<file path="src/rtl/cordic_seq_ctrl.sv">
// Sequencing controller for an iterative CORDIC datapath: vectoring records
// per-iteration directions, rotation replays them. Optional gain compensation: CORDIC_SCALE_COMP_EN.
module cordic_seq_ctrl #(
    parameter int WIDTH_SHIFT_BIT = 4,
    parameter int N_ITER          = 16,
    parameter int SCALE_STEPS     = 4
) (
    input  logic                       clk,
    input  logic                       rst_n,
    input  logic                       start,
    input  logic                       abort,
    input  logic                       mode,
    input  logic [1:0]                 index_in,
    input  logic                       dp_sign,
    output logic                       ce,
    output logic                       sel,
    output logic [WIDTH_SHIFT_BIT-1:0] shift,
    output logic [WIDTH_SHIFT_BIT-1:0] count,
    output logic                       sign_in,
    output logic                       sign_rotation,
    output logic [1:0]                 index,
    output logic                       busy,
    output logic                       done
);

    if (N_ITER < 2 || N_ITER > (1 << WIDTH_SHIFT_BIT) || SCALE_STEPS < 1) begin : g_bad_cfg
        $error("cordic_seq_ctrl: N_ITER/SCALE_STEPS out of range");
    end

`ifdef CORDIC_SCALE_COMP_EN
    typedef enum logic [2:0] {
        S_IDLE, S_LOAD, S_SAMPLE, S_EXEC, S_WAIT, S_SCALE, S_DONE
    } state_t;
    localparam logic [WIDTH_SHIFT_BIT-1:0] STEP_LAST = WIDTH_SHIFT_BIT'(SCALE_STEPS - 1);
    localparam state_t EXIT_STATE = S_SCALE;
`else
    typedef enum logic [2:0] {
        S_IDLE, S_LOAD, S_SAMPLE, S_EXEC, S_WAIT, S_DONE
    } state_t;
    localparam state_t EXIT_STATE = S_DONE;
`endif

    localparam logic [WIDTH_SHIFT_BIT-1:0] K_LAST = WIDTH_SHIFT_BIT'(N_ITER - 1);

    state_t                     state_q, state_d;
    logic [WIDTH_SHIFT_BIT-1:0] k_q, k_d;
    logic                       sign_reg_q, sign_reg_d;
    logic [N_ITER-1:0]          sign_mem_q, sign_mem_d;
    logic                       mode_q, mode_d;
    logic [1:0]                 index_q, index_d;
    logic                       last_iter;
`ifdef CORDIC_SCALE_COMP_EN
    logic [WIDTH_SHIFT_BIT-1:0] step_q, step_d;

    // Gain-compensation shifts run 1,3,5,7 and hold at 7 beyond four steps.
    function automatic logic [WIDTH_SHIFT_BIT-1:0] scale_shift(input logic [WIDTH_SHIFT_BIT-1:0] s);
        if (s < WIDTH_SHIFT_BIT'(4))
            return WIDTH_SHIFT_BIT'(2 * int'(s) + 1);
        return WIDTH_SHIFT_BIT'(7);
    endfunction
`endif

    assign last_iter = (k_q == K_LAST);

    // NOTE: sequential state uses non-blocking assignments only, so every flop
    // samples the pre-edge value of every other flop regardless of block order.
    always_ff @(posedge clk or negedge rst_n) begin
        if (!rst_n) begin
            state_q    <= S_IDLE;
            k_q        <= '0;
            sign_reg_q <= 1'b0;
            // NOTE: the direction memory is only N_ITER flops and its cleared
            // state is observable through a rotation replay, so it is reset too.
            sign_mem_q <= '0;
            mode_q     <= 1'b0;
            index_q    <= '0;
`ifdef CORDIC_SCALE_COMP_EN
            step_q     <= '0;
`endif
        end else begin
            state_q    <= state_d;
            k_q        <= k_d;
            sign_reg_q <= sign_reg_d;
            sign_mem_q <= sign_mem_d;
            mode_q     <= mode_d;
            index_q    <= index_d;
`ifdef CORDIC_SCALE_COMP_EN
            step_q     <= step_d;
`endif
        end
    end

    always_comb begin
        // NOTE: every _d starts as a hold of its _q, so no path through the
        // case below can leave a variable unassigned and infer a latch.
        state_d    = state_q;
        k_d        = k_q;
        sign_reg_d = sign_reg_q;
        sign_mem_d = sign_mem_q;
        mode_d     = mode_q;
        index_d    = index_q;
`ifdef CORDIC_SCALE_COMP_EN
        step_d     = step_q;
`endif
        if (state_q != S_IDLE && abort) begin
            state_d = S_IDLE;
        end else begin
            unique case (state_q)
                S_IDLE: begin
                    if (start && !abort) begin
                        mode_d  = mode;
                        index_d = index_in;
                        k_d     = '0;
`ifdef CORDIC_SCALE_COMP_EN
                        step_d  = '0;
`endif
                        state_d = S_LOAD;
                    end
                end
                S_LOAD:   state_d = mode_q ? S_EXEC : S_SAMPLE;
                S_SAMPLE: begin
                    sign_reg_d = dp_sign;
                    state_d    = S_EXEC;
                end
                S_EXEC: begin
                    if (!mode_q)        state_d = S_WAIT;
                    else if (last_iter) state_d = EXIT_STATE;
                    else                k_d     = k_q + 1'b1;
                end
                S_WAIT: begin
                    sign_reg_d      = dp_sign;
                    sign_mem_d[k_q] = dp_sign;
                    if (last_iter) begin
                        state_d = EXIT_STATE;
                    end else begin
                        k_d     = k_q + 1'b1;
                        state_d = S_EXEC;
                    end
                end
`ifdef CORDIC_SCALE_COMP_EN
                S_SCALE: begin
                    if (step_q == STEP_LAST) state_d = S_DONE;
                    else                     step_d  = step_q + 1'b1;
                end
`endif
                S_DONE:   state_d = S_IDLE;
                default:  state_d = S_IDLE;
            endcase
        end
    end

    always_comb begin
        ce            = 1'b0;
        sel           = 1'b0;
        shift         = '0;
        count         = k_q;
        sign_in       = 1'b0;
        sign_rotation = mode_q;
        index         = index_q;
        busy          = (state_q != S_IDLE);
        done          = (state_q == S_DONE);
        unique case (state_q)
            S_LOAD: ce = 1'b1;
            S_EXEC: begin
                ce      = 1'b1;
                sel     = 1'b1;
                shift   = k_q;
                sign_in = mode_q ? sign_mem_q[k_q] : sign_reg_q;
            end
`ifdef CORDIC_SCALE_COMP_EN
            S_SCALE: begin
                ce      = 1'b1;
                sign_in = 1'b1;
                shift   = scale_shift(step_q);
                count   = step_q;
            end
`endif
            default: ;
        endcase
    end

endmodule
</file>
<file path="config.mk">
export PLATFORM = sky130hd
export DESIGN_NAME = cordic_seq_ctrl
export DESIGN_NICKNAME = d
export VERILOG_FILES = /design/src/rtl/cordic_seq_ctrl.sv
export SDC_FILE = /design/constraint.sdc
export NUM_CORES = 1
export LEC_CHECK = 0
export BUFFER_PORTS_ARGS = -buffer_cell sky130_fd_sc_hd__buf_2
export CAP_MARGIN = 30
export CORE_MARGIN = 5
export CORE_UTILIZATION = 25
export DETAILED_ROUTE_END_ITERATION = 12
export PLACE_DENSITY = 0.47
export REMOVE_ABC_BUFFERS = 1
export SYNTH_ARGS = -nofsm -noshare
export SYNTH_HDL_FRONTEND = slang
export SYNTH_SLANG_ARGS = --single-unit
</file>
<file path="constraint.sdc">
create_clock -name clk -period 4.3 [get_ports clk]
set_input_delay 0.215 -clock clk [delete_from_list [all_inputs] [get_ports clk]]
set_output_delay 0.215 -clock clk [all_outputs]
set_load 0.03 [all_outputs]
</file>
==> metrics.md <==
| Metric | Value |
|---|---|
| Status | finished, final reports clean |
| Synth top area cells | dfrtp_1, mux2_2, nand3_1 |
| Layout cells sized above 1 | a little over a third |
| Gr usage total | 9.77% |
| Internal | 407 uW |
| IO Pins | 24 |
| R2r startpoint | count[0] |
| Routed vias/inst | roughly 4.9 |
| Max IR drop VDD | 0.106 mV |
| Sw power | 209 uW |
| Via count | approximately 1200 |
| FF-to-FF setup slack | between 2 and 2.5 ns |
| Min-delay worst type | in2reg |
| Yosys top cell by area | dfrtp_1 |
| Share of the synthesized area in the top cell type | 42.6% |
| Worst path required time | 4.09 ns |
| Area grow syn2layout | 13.4% |
| Clock network power share | between 20% and 30% |
| Post-synth EDFFs | 0 |
| Port bufs | 23 |
| Hold_ws | 0.153 ns |
| Dpl hpwl | 2.61 mm |
| Setup repair after global routing missed its margin | false |
| Ys flop type | dfrtp_1 |
| Setup TNS | 0 ns |
| Remaining DRCs | 0 |
| Syn_area_per_cell | around 11 um2 |
| CTS sink cnt | 27 |
| CTS tree | done |
| Clk_skew | between 0.01 and 0.015 ns |
| Worst rel slew slack | between 50% and 60% |
| Average wire per standard cell | approximately 15 um |
| Post-CTS sizing | 0 |
| Post-synthesis sequential area ratio | around 43% |
| Flop pwr share | between 50% and 60% |
| Power per cell area | approximately 340 nW/um2 |
| Post-layout min period | approximately 2.3 ns |
| Post-synthesis cell type count | 38 |
| Synth Register Bits | 27 |
| CP Max Fanout | 15 |
| CORE AREA | about 6200 um2 |
| Most common cell in the netlist | dfrtp_1 |
| Starting Density | approximately a quarter |
| Final number of hold-violating endpoints | 0 |
| Ys Warns | 0 |
| Crit path arrival time | a little over 2 ns |
| DRT antenna net count | 0 |
| Largest net degree at the start of global routing | 28 |
| Clk root buf | clkbuf_8 |
| H-tree lvl count | 1 |
| Max-Cap Viols | 0 |
| F_max | approximately 0.44 GHz |
| Deepest clock path buffer count | 2 |
| CP Launch Type | flop |
| Die Footprint | 8030 um2 |
| Worst-margin pin slew | slightly above 0.6 ns |
| Final setup violation count | 0 |
| Number of global-route vias before repair | 1227 |
| Clock transition at path regs | about 0.10 ns |
| Final wirelength | between 3 and 4 mm |
| Cts bufs inserted | 3 |
| Leakage | approximately 0.00084 uW |
| Crit path launch | count[3] |
| Reg-to-Reg End | count[0] |
| Initial antenna violation count | 0 |
| Kind of critical path | reg2out |
| Final worst-path cycle share | between 50 and 60% |
| Die span in x | ~90 um |
| Fin. max-slew vios | 0 |
| Gr ovfl total | 0 |
| Final GP Congestion | 0.763 |
| Comb power frac | roughly a quarter |
| Syn Inst Count | 144 |
| First-pass GRT wire length | between 6 and 7 mm |
| Antenna Cells | 0 |
| Drt pass-1 iters | 5 |
| R2R cell count | 5 |
| Share of async-settable or async-resettable flops after synthesis | 100% |
| Mapped Area | between 1500 and 2000 um2 |
| Top post-synthesis cells by count | dfrtp_1, mux2_2, nand2_1, nand3_1, nor2_1 |
| Worst-Skew Late Latency | between 0.2 and 0.3 ns |
| Site Rows | 29 |
| DR iter-0 viols | 50 |
| Crit path to | sign_in |
| Die Y | 89.6 um |
| Sw Ratio | 33.9% |
| Critical Path End Type | output pin |
| Nets@finish | roughly 180 |
-- worst min path at each step --
stage / startpoint / end / cells past startpoint
final: index_in[1] / index[1] / 2
after global routing: index_in[1] / index[1] / 2
after CTS: index_in[1] / index[1] / 2
after detailed placement: rst_n / sign_mem_q[9] / 1
after global placement: rst_n / sign_mem_q[8] / 1
after floorplan: rst_n / count[0] / 0
-- what timing repair did --
| action | CTS | global route |
|---|---|---|
| hold buffers | 1 | 0 |
| buffers inserted | 0 | 0 |
| endpoints found under the hold margin | 27 | 0 |
-- through the flow --
step | utilization [%] | total power (uW) | area, um2 | cells | setup slack [ns]
final | 28.8 | 615 | 1800 | 240 | 2.04
after global routing | 28.8 | 649 | 1800 | 240 | 1.89
after CTS | 28.8 | 625 | 1800 | 240 | 2.03
after detailed placement | 27.9 | 470 | 1740 | 235 | 2.31
after global placement | 27.9 | 469 | 1740 | 235 | 2.36
after floorplan | - | 415 | 1530 | 135 | 2.28
-- power groups by stage --
stage | Sequential, uW | Combinational, uW | Clock (uW)
after detailed placement | 322 | 149 | 0
final | 315 | 148 | 152
after global placement | 320 | 149 | 0
after CTS | 317 | 150 | 159
after floorplan | 333 | 82.2 | 0
after global routing | 321 | 162 | 167
-- sequential cells by signal, summed over array words and instances (netlist names) --
signal / flops
state_q: 3
count: 4
sign_rotation: 1
sign_mem_q: 16
sign_reg_q: 1
index: 2
-- per-layer routing --
metal / vias to the layer above / GRT usage, % / share of wire, %
met5: - / 0 / 0
met4: 0 / 2.03 / 0.92
met3: 5 / 2.10 / 5.8
met2: 37 / 15.8 / 46
met1: 587 / 13.5 / 47
li1: 555 / - / -
-- critical path, stage by stage, from the launching register on --
cell and delay, ns:
dfrtp_1 0.68, nor2b_1 0.37, nand3_1 0.11, and3_1 0.19, a31oi_1 0.18, buf_2 0.23
-- cells in the final DEF, fill, tap and decap left out, drive strengths merged --
master       count
and3b            1
dlygate4sd3      1
nand3           12
mux2            24
and3             3
nand4            1
nor2b            3
a211o            1
o32a             1
ha               4
mux2i            3
nor4             1
nor4b            1
or4              1
nand2b           1
dfrtp           27
nor2             7
o21ai            1
xnor2            1
clkinvlp         1
or3b             2
nor3             3
o211ai           1
a31oi            2
a21oi            6
mux4             2
or3              2
nand2           12
clkbuf           3
inv              5
nand3b           1
o41ai            1
and2             3
buf             23
a21boi           2
-- kinds of logic after synthesis --
logic type      share of synthesized area (%)
simple gates                             20.0
mux                                      22.5
flops                                    42.6
compound gates                           6.39
buf+inv                                  4.81
fa+ha+maj                                3.16
xor+xnor                                0.553
-- final cells by class --
type / instances / area (um2)
Sequential cell: 27 / 676
Timing Repair Buffer: 24 / 125
Clock buffer: 3 / 41.3
Fill cell: 677 / 4440
Inverter: 5 / 18.8
Multi-Input combinational cell: 103 / 833
Clock inverter: 1 / 7.51
Tap cell: 77 / 96.3
No activity file was read; power rests on OpenSTA's default activity.
